===== src/rtl/full_add_arbiter.sv =====
// Round-robin front end for one shared pipelined float adder: tags each issued operand
// pair with its requester id and returns sums in issue order through a credit-gated FIFO.
module full_add_arbiter #(
   parameter int NUM_REQ    = 4,
   parameter int ADD_LAT    = 1,
   parameter int FIFO_DEPTH = 4
) (
   input  logic                       clk,
   input  logic                       reset,
   input  logic [NUM_REQ-1:0]         req_valid,
   output logic [NUM_REQ-1:0]         req_ready,
   input  logic [NUM_REQ*32-1:0]      req_a,
   input  logic [NUM_REQ*32-1:0]      req_b,
   output logic                       add_valid,
   output logic [31:0]                add_a,
   output logic [31:0]                add_b,
   input  logic [31:0]                add_result,
   output logic                       rsp_valid,
   input  logic                       rsp_ready,
   output logic [$clog2(NUM_REQ)-1:0] rsp_id,
   output logic [31:0]                rsp_data,
   output logic                       busy
);

   localparam int ID_W  = $clog2(NUM_REQ);
   localparam int PTR_W = (FIFO_DEPTH > 1) ? $clog2(FIFO_DEPTH) : 1;
   localparam int CNT_W = $clog2(FIFO_DEPTH + 1);
   localparam int OUT_W = $clog2(FIFO_DEPTH + ADD_LAT + 1);
   localparam logic [ID_W:0] NUM_REQ_C = (ID_W + 1)'(NUM_REQ);

   logic [ID_W-1:0]                 rr_ptr_r;
   logic [ADD_LAT-1:0]              tag_valid_r;
   logic [ADD_LAT-1:0][ID_W-1:0]    tag_id_r;
   logic [ID_W-1:0]                 fifo_id_r   [FIFO_DEPTH];
   logic [31:0]                     fifo_data_r [FIFO_DEPTH];
   logic [PTR_W-1:0]                wr_ptr_r;
   logic [PTR_W-1:0]                rd_ptr_r;
   logic [CNT_W-1:0]                count_r;

   logic [ID_W-1:0]                 cand_s;
   logic                            hit_s;
   logic                            grant_valid_s;
   logic [ID_W-1:0]                 grant_id_s;
   logic [OUT_W-1:0]                outstanding_s;
   logic                            pop_s;
   logic                            push_s;
   logic                            can_issue_s;
   logic                            issue_s;

   function automatic logic [ID_W-1:0] wrap_id(input logic [ID_W:0] v);
      return ID_W'((v >= NUM_REQ_C) ? v - NUM_REQ_C : v);
   endfunction

   function automatic logic [PTR_W-1:0] ptr_inc(input logic [PTR_W-1:0] p);
      return (p == PTR_W'(FIFO_DEPTH - 1)) ? '0 : p + PTR_W'(1);
   endfunction

   assign rsp_valid = (count_r != '0);
   assign rsp_id    = fifo_id_r[rd_ptr_r];
   assign rsp_data  = fifo_data_r[rd_ptr_r];
   assign pop_s     = rsp_valid & rsp_ready;
   assign push_s    = tag_valid_r[ADD_LAT-1];
   assign busy      = (outstanding_s != '0);

   // Credit: ops in the adder pipe plus queued responses, with this cycle's pop freeing one slot
   always_comb begin
      outstanding_s = OUT_W'(count_r);
      for (int i = 0; i < ADD_LAT; i++) begin
         outstanding_s = outstanding_s + OUT_W'(tag_valid_r[i]);
      end
      can_issue_s = ((outstanding_s - OUT_W'(pop_s)) < OUT_W'(FIFO_DEPTH));
   end

   // First valid requester at or after the round-robin pointer
   always_comb begin
      grant_valid_s = 1'b0;
      grant_id_s    = '0;
      cand_s        = '0;
      hit_s         = 1'b0;
      for (int i = 0; i < NUM_REQ; i++) begin
         cand_s        = wrap_id({1'b0, rr_ptr_r} + (ID_W + 1)'(i));
         hit_s         = req_valid[cand_s] & ~grant_valid_s;
         grant_id_s    = hit_s ? cand_s : grant_id_s;
         grant_valid_s = grant_valid_s | hit_s;
      end
   end

   assign issue_s = grant_valid_s & can_issue_s & ~reset;

   // Grant and adder operand mux are same-cycle so a granted pair is captured this edge
   always_comb begin
      if (issue_s) begin
         req_ready = NUM_REQ'(1) << grant_id_s;
         add_valid = 1'b1;
         add_a     = req_a[grant_id_s*32 +: 32];
         add_b     = req_b[grant_id_s*32 +: 32];
      end else begin
         req_ready = '0;
         add_valid = 1'b0;
         add_a     = 32'd0;
         add_b     = 32'd0;
      end
   end

   // Round-robin pointer advances past the winner only when something issues
   always_ff @(posedge clk) begin
      if (reset) begin
         rr_ptr_r <= '0;
      end else if (issue_s) begin
         rr_ptr_r <= wrap_id({1'b0, grant_id_s} + (ID_W + 1)'(1));
      end
   end

   // Tag pipe mirrors the adder latency so the id lines up with add_result
   always_ff @(posedge clk) begin
      if (reset) begin
         tag_valid_r <= '0;
         tag_id_r    <= '0;
      end else begin
         tag_valid_r[0] <= issue_s;
         tag_id_r[0]    <= grant_id_s;
         for (int i = 1; i < ADD_LAT; i++) begin
            tag_valid_r[i] <= tag_valid_r[i-1];
            tag_id_r[i]    <= tag_id_r[i-1];
         end
      end
   end

   // Response storage; credit guarantees a free slot whenever a tag matures
   always_ff @(posedge clk) begin
      if (push_s && !reset) begin
         fifo_id_r[wr_ptr_r]   <= tag_id_r[ADD_LAT-1];
         fifo_data_r[wr_ptr_r] <= add_result;
      end
   end

   // FIFO pointers and occupancy
   always_ff @(posedge clk) begin
      if (reset) begin
         wr_ptr_r <= '0;
         rd_ptr_r <= '0;
         count_r  <= '0;
      end else begin
         if (push_s) begin
            wr_ptr_r <= ptr_inc(wr_ptr_r);
         end
         if (pop_s) begin
            rd_ptr_r <= ptr_inc(rd_ptr_r);
         end
         case ({push_s, pop_s})
            2'b10:   count_r <= count_r + CNT_W'(1);
            2'b01:   count_r <= count_r - CNT_W'(1);
            default: count_r <= count_r;
         endcase
      end
   end

endmodule


===== config.mk =====
export PLATFORM = sky130hd
export DESIGN_NAME = full_add_arbiter
export DESIGN_NICKNAME = d
export VERILOG_FILES = /design/src/rtl/full_add_arbiter.sv
export SDC_FILE = /design/constraint.sdc
export NUM_CORES = 1
export LEC_CHECK = 0
export CORE_MARGIN = 2
export CORE_UTILIZATION = 30
export DETAILED_ROUTE_END_ITERATION = 8
export DONT_BUFFER_PORTS = 1
export SLEW_MARGIN = 20
export SYNTH_ARGS = -nofsm -noshare
export SYNTH_HDL_FRONTEND = slang
export SYNTH_SLANG_ARGS = --single-unit

===== constraint.sdc =====
create_clock -name clk -period 11.5 [get_ports clk]
set_clock_uncertainty 0.2 [all_clocks]
set_input_delay 3.45 -clock clk [delete_from_list [all_inputs] [get_ports clk]]
set_output_delay 3.45 -clock clk [all_outputs]
set_load 0.005 [all_outputs]

==> results of run 1 <==
-- worst min path at each step --
| stage | startpoint | end | slack (ps) | cells past startpoint |
|---|---|---|---|---|
| after floorplan | tag_id_r[0]$_SDFF_PP0_ | fifo_id_r[0][0]$_DFFE_PP_ | 240 | 0 |
| after global placement | rd_ptr_r[1]$_SDFFE_PP0N_ | register | 250 | 2 |
| after detailed placement | rd_ptr_r[1]$_SDFFE_PP0N_ | register | 280 | 2 |
| after CTS | rd_ptr_r[1]$_SDFFE_PP0N_ | register | 280 | 2 |
| after global routing | rd_ptr_r[1]$_SDFFE_PP0N_ | register | 310 | 2 |
| final | rd_ptr_r[1]$_SDFFE_PP0N_ | register | 280 | 2 |
-- cell usage in the layout (no fill, tap or decap), types with 2 or more instances in the layout --
master      count
buf_4           5
o31ai_1         3
dfxtp_1        12
clkbuf_1        3
clkinvlp_4      4
nand2_1         3
and2_2          4
clkbuf_16      17
mux4_2         34
nor2_1         17
clkinv_4        2
inv_1          10
a21o_1          2
diode_2         2
nand2_4         2
mux2i_1       129
nand2b_1        2
a211oi_1        2
edfxtp_1      136
xnor2_1         2
dfxtp_2         2
ha_1            8
inv_6           2
a21oi_1         9
o22ai_1        64
nor3_1          2
xor2_1          2
or3_1           2
-- metrics by stage --
stage               std cells  power [mW]  setup slack, ps  util [%]
global placement          783        1.32             1910      31.8
global route              815        1.91             1910      34.0
finish                    816        1.82             1990      34.0
detailed placement        783        1.34             1810      31.8
floorplan                 492        1.19             2960         -
CTS                       814        1.84             1810      34.0
-- Yosys cell counts, drive strengths merged, types with 3 or more instances --
cell,count
o31ai,3
ha,8
mux2i,129
inv,10
buf,18
o22ai,64
and2,4
dfxtp,14
edfxtp,136
nand2,5
nor2,17
a21oi,10
mux4,34
clkbuf,20
-- sequential cells by signal, summed over array words and instances (netlist names), named ones only --
| signal | cells |
|---|---|
| wr_ptr_r | 2 |
| rr_ptr_r | 2 |
| tag_id_r | 2 |
| rd_ptr_r | 2 |
| fifo_data_r | 128 |
| fifo_id_r | 8 |
| push_s | 1 |
| count_r | 3 |
-- kinds of logic (layout without fill, tap and decap cells) --
group	count (synthesis)	after routing	share of synthesized area [%]
buf+inv	48	46	2.99
compound gates	84	84	7.17
flops	150	150	58.2
other cells	0	2	0
xor+xnor	4	4	0.467
mux	163	163	27.4
fa+ha+maj	9	9	1.60
simple gates	34	34	2.17
-- critical path, delay by kind of cell --
family	cells	cell delay, ps
compound gates	3	1600
mux	1	150
buf+inv	1	480
simple gates	1	140
-- power groups by stage --
| stage | Clock, mW | Combinational [mW] | Sequential, mW |
|---|---|---|---|
| 6_report | 0.500 | 0.641 | 0.682 |
| 5_1_grt | 0.531 | 0.690 | 0.688 |
| 4_1_cts | 0.509 | 0.646 | 0.682 |
| 3_5_place_dp | 0 | 0.646 | 0.693 |
| 3_3_place_gp | 0 | 0.626 | 0.689 |
| 2_1_floorplan | 0 | 0.513 | 0.679 |
-- routing by layer --
layer | wire (µm) | vias up | track usage (%) | part of all wire [%]
li1 | - | 1959 | - | -
met5 | 13 | - | 0 | 0.051
met1 | 9760 | 2370 | 22.6 | 38
met2 | 13100 | 249 | 32.6 | 51
met3 | 2280 | 26 | 6.46 | 8.9
met4 | 386 | 2 | 4.83 | 1.5
-- area by class of cell --
class,count,area [µm²]
diodes,2,5.00
clock buffers,20,437
clock inverters,11,104
fillers,2331,16100
inverters,10,37.5
multi-input cells,294,2930
flip-flops and latches,150,4370
well taps,324,405
repair buffers,5,37.5
==> reports/summary.md, run 1 <==
### Status
• status: completed

### Global routing
• initial antenna violation count: 4
• global-route usage over all layers: 18.9%
• maximum number of pins on one net before global-route repair: 68
• grt total ovfl: 0
• via count of the first global-routing pass: 4614
• global-route wire length before repair: 34.8 mm

### Power and ir drop
• leakage power of the design: 2.74 nW
• proportion of power drawn by combinational gates: 35.2%
• VDD IR max: 78.3 µV
• fraction of power spent switching nets: 34.1%
• share of power burned in registers: 37.4%
• share of total power in the clock network: 27.4%
• net switching power of the design: 621 µW
• areal power density over the cells: 219 nW/µm²
• internal power summed over all cells: 1.20 mW

### Die
• Chip Height: 162 µm
• Initial Util: 30.7%
• number of top-level pins: 400
• area of the core: 24500 µm²
• number of rows in the core area: 57
• area of the die: 26300 µm²
• Die Wd: 162 µm

### Logic synthesis
• Netlist Area Pre-Place: 7500 µm²
• share of the synthesized area in the top cell type: 54.4%
• cell accounting for the most synthesized area: edfxtp_1
• share of flip-flops with an asynchronous set or reset: 0%
• synthesized net count: 796
• most used flip-flop cell after synthesis: edfxtp_1
• flops & latches, synth: 150
• distinct cell type count after synthesis: 31
• count of warnings emitted by yosys: 0
• Post-Syn Area per Cell: 15.2 µm²
• Syn Inst Count: 492
• top area cells in the synthesized netlist: edfxtp_1 54%, mux2i_1 17%, mux4_2 10%
• post-synthesis sequential area ratio: 58.2%
• number of enable flip-flop cells after synthesis: 136

### CTS
• depth of the CTS H-tree: 4
• # resized after CTS: 0
• hold-fix buffers at CTS: 0
• CTS Buffer Depth: 2
• clock slew at the register clock pins of the worst setup and hold paths: 50 ps
• clock buffer count from CTS: 17
• number of buffers added for setup after CTS: 0
• clock net sink count: 150
• latest clock arrival within the worst-skew pair: 410 ps
• clock root buffer master: clkbuf_16
• clock tree from TritonCTS: yes

### STA
• RSZ-0062 raised after global routing: false
• final critical-path share of the clock period: 82.7%
• transition time of the tightest slew-check pin: 1060 ps
• time the final worst path needs with I/O delays and setup: 9510 ps
• hold slack final: 282 ps
• Max-slew headroom: 29.0%
• Pins Over Slew Limit: 0
• sum of negative setup slack: 0 ps
• Final setup violation count: 0
• final hold violation count: 0
• peak clock frequency supported by timing: 105 MHz

### Placement
• port bufs: 0
• post-detailed-placement cell area: 7770 µm²
• HPWL after detailed placement: 20.6 mm
• weighted congestion reported at the end of routability-driven placement: 0.949

### Route
• number of vias per cell: 5.64
• First DRT Iteration DRCs: 247
• detailed-routing iteration count for the pre-antenna-repair pass: 5
• total detailed-routing wirelength: 25.5 mm
• antenna violation net count after detailed routing: 0
• via count of the routed design: 4606
• average routed wire per standard cell: 31.3 µm
• DRC violation count after routing: 0

### Min path
• Tightest Hold Check Type: reg -> reg

### Cells and area
• # nets final: 782
• finished layout cell area: 8320 µm²
• area delta synth->final: 11.0%
• layout cells sized above 1: 15.7%

### Worst setup path
• kind of launch point of the worst setup path: input pin
• depth of the worst register-to-register path: 7
• Worst Path Arrival: 5860 ps
• R2R Setup Slk: 8790 ps
• WS Path Type: in -> out
• series of cell instances along the critical path: nand2b_1 -> a21oi_1 -> o32a_2 -> buf_4 -> mux2i_1 -> o22ai_1
• reg-to-reg startpoint: count_r[0]$_SDFFE_PP0P_
• CP peak stage delay: 890 ps
• Worst setup EP type: output pin
• endpoint of the most critical register-to-register path: rr_ptr_r[0]$_SDFFE_PP0P_
• data required time at the worst endpoint: 7850 ps
• largest driver fanout on the critical path: 35
• worst-path cell with the longest stage delay: o32a_2
• end of the critical path: add_b[3]
• CP startpoint: req_valid[1]

### Job
• Max Cap Viol: 0

No activity file was read; power rests on OpenSTA's default activity.
==> run 2: changes to the inputs <==
- clock period: 11.5 -> 9.76 ns (I/O delays scaled with it)
==> reports/summary.md, run 2 (same netlist as run 1, synthesis figures left out) <==
### CTS
• clock buffer count from CTS: 17, unchanged
• depth of the CTS H-tree: 4, unchanged
• clock tree from TritonCTS: yes
• latest clock arrival within the worst-skew pair: 410 ps, about the same
• clock slew at the register clock pins of the worst setup and hold paths: 70 ps, +20 ps
• number of buffers added for setup after CTS: 0, unchanged
• clock net sink count: 150, unchanged
• CTS Buffer Depth: 2, unchanged
• # resized after CTS: 0, unchanged
• hold-fix buffers at CTS: 0, unchanged
• clock root buffer master: clkbuf_16

### Route
• via count of the routed design: 4522, -1.8%
• total detailed-routing wirelength: 26.7 mm, +4.7%
• detailed-routing iteration count for the pre-antenna-repair pass: 4, -1
• First DRT Iteration DRCs: 269, +8.9%
• antenna violation net count after detailed routing: 0, unchanged
• DRC violation count after routing: 0, unchanged
• number of vias per cell: 5.56, -1.6%
• average routed wire per standard cell: 32.8 µm, +4.9%

### Global routing
• initial antenna violation count: 3, -1
• maximum number of pins on one net before global-route repair: 106, +56%
• grt total ovfl: 0, unchanged
• GRT Max-Usage Layer: met2
• global routing usage on met3: 5.90%, -0.56 points
• global-route wire length before repair: 36.1 mm, +3.8%
• GR Layer Usage met1: 23.4%, +0.82 points
• GRT met2 Usage: 35.4%, +2.8 points
• global-route usage over all layers: 19.7%, +0.83 points
• via count of the first global-routing pass: 4691, +1.7%

### STA
• final critical-path share of the clock period: 84.4%
• Pins Over Slew Limit: 0, unchanged
• peak clock frequency supported by timing: 121 MHz
• sum of negative setup slack: 0 ps, unchanged
• Final setup violation count: 0, unchanged
• time the final worst path needs with I/O delays and setup: 8240 ps
• RSZ-0062 raised after global routing: false
• final hold violation count: 0, unchanged
• Max-slew headroom: 34.3%, +5.3 points
• transition time of the tightest slew-check pin: 986 ps, -78.8 ps

### Placement
• HPWL after detailed placement: 21.5 mm, +4.1%
• weighted congestion reported at the end of routability-driven placement: 1.01, +6.6%
• port bufs: 0, unchanged
• placed cell count: 781, -0.26%

### Cells and area
• Final Instance Count excl. Fillers: 814, -0.25%
• # nets final: 780, -0.26%
• area delta synth->final: 11.3%
• most frequent cells in the layout: 136 x edfxtp_1, 129 x mux2i_1, 64 x o22ai_1, 34 x mux4_2
• max reg flops: 128, unchanged
• leading cell type in the layout, fill and taps excluded: edfxtp_1
• layout cells sized above 1: 16.0%, +0.24 points
• Biggest register: fifo_data_r
• registers with the most flip-flops: fifo_data_r x128, fifo_id_r x8, count_r x3

### Die
• Die Wd: 162 µm, unchanged
• number of rows in the core area: 57, unchanged
• Chip Height: 162 µm, unchanged
• area of the die: 26300 µm², unchanged
• number of top-level pins: 400, unchanged
• area of the core: 24500 µm², unchanged
• Initial Util: 30.7%, unchanged

### Job
• Max Cap Viol: 0, unchanged

### Worst setup path
• data required time at the worst endpoint: 6630 ps, -1220 ps
• series of cell instances along the critical path: o31ai_1 -> or4_4 -> a21oi_4 -> nand2_4 -> o22ai_1
• largest driver fanout on the critical path: 67, +91%
• cell family with the largest share of critical-path delay: compound AO/OA/AOI/OAI gates
• worst-path cell with the longest stage delay: o22ai_1
• CP peak stage delay: 730 ps, -160 ps
• total buffers and inverters traversed by the critical path: 0, -1
• Worst Path Arrival: 5110 ps, -750 ps
• Worst setup EP type: output pin
• kind of launch point of the worst setup path: input pin
• WS Path Type: in -> out

### Power and ir drop
• VDD IR max: 102 µV, +30%
• leakage power of the design: 2.75 nW, +0.39%
• areal power density over the cells: 262 nW/µm², +20%

### Status
• status: completed

### Min path
• Tightest Hold Check Type: reg -> reg

run 2: per-stage QoR:
| step | hold WS, ps | util [%] | cell area [µm²] | worst slack [ps] | power [mW] |
|---|---|---|---|---|---|
| floorplan | 238 | - | 7500 | 2270 | 1.40 |
| global route | 317 | 34.1 | 8350 | 1340 | 2.29 |
| global placement | 256 | 31.7 | 7770 | 1230 | 1.55 |
| CTS | 287 | 34.1 | 8340 | 1100 | 2.21 |
| detailed placement | 265 | 31.7 | 7770 | 1110 | 1.58 |
| finish | 291 | 34.1 | 8350 | 1520 | 2.19 |
run 2: routing by layer:
layer  part of all wire [%]  vias to the layer above  routed length (µm)
li1                       -                     1965                   -
met1                     38                     2293               10200
met2                     53                      243               14100
met3                    7.7                       21                2050
met4                    1.3                        0                 358
met5                      0                        -                   0
run 2: worst paths after layout:
| check | start | end | slack [ps] | cells past startpoint |
|---|---|---|---|---|
| worst min register to register | rd_ptr_r[1]$_SDFFE_PP0N_ | rd_ptr_r[1]$_SDFFE_PP0N_ | 290 | 2 |
| worst max register to register | count_r[0]$_SDFFE_PP0P_ | rr_ptr_r[0]$_SDFFE_PP0P_ | 7020 | 7 |
| worst min-delay path | rd_ptr_r[1]$_SDFFE_PP0N_ | rd_ptr_r[1]$_SDFFE_PP0N_ | 290 | 2 |
| worst max-delay path | rsp_ready | add_b[26] | 1520 | 5 |
run 2: worst reg2reg max path: cells and delay by family, from the launching register on:
kind            cells  cell delay, ps
xor+xnor            1             160
flops               1             370
fa+ha+maj           2             410
compound gates      2             550
simple gates        2             970
run 2: area by class of cell:
type / instances / area, µm²
Sequential cell: 150 / 4370
Clock inverter: 15 / 145
Antenna cell: 1 / 2.50
Timing Repair Buffer: 3 / 35.0
Fill cell: 2348 / 16100
Clock buffer: 17 / 425
Multi-Input combinational cell: 294 / 2930
Inverter: 10 / 37.5
Tap cell: 324 / 405
run 2: power breakdown:
group / total, mW / internal [mW] / switching [mW]
clock network: 0.625 / 0.357 / 0.267
registers: 0.804 / 0.769 / 0.0355
logic: 0.758 / 0.299 / 0.459
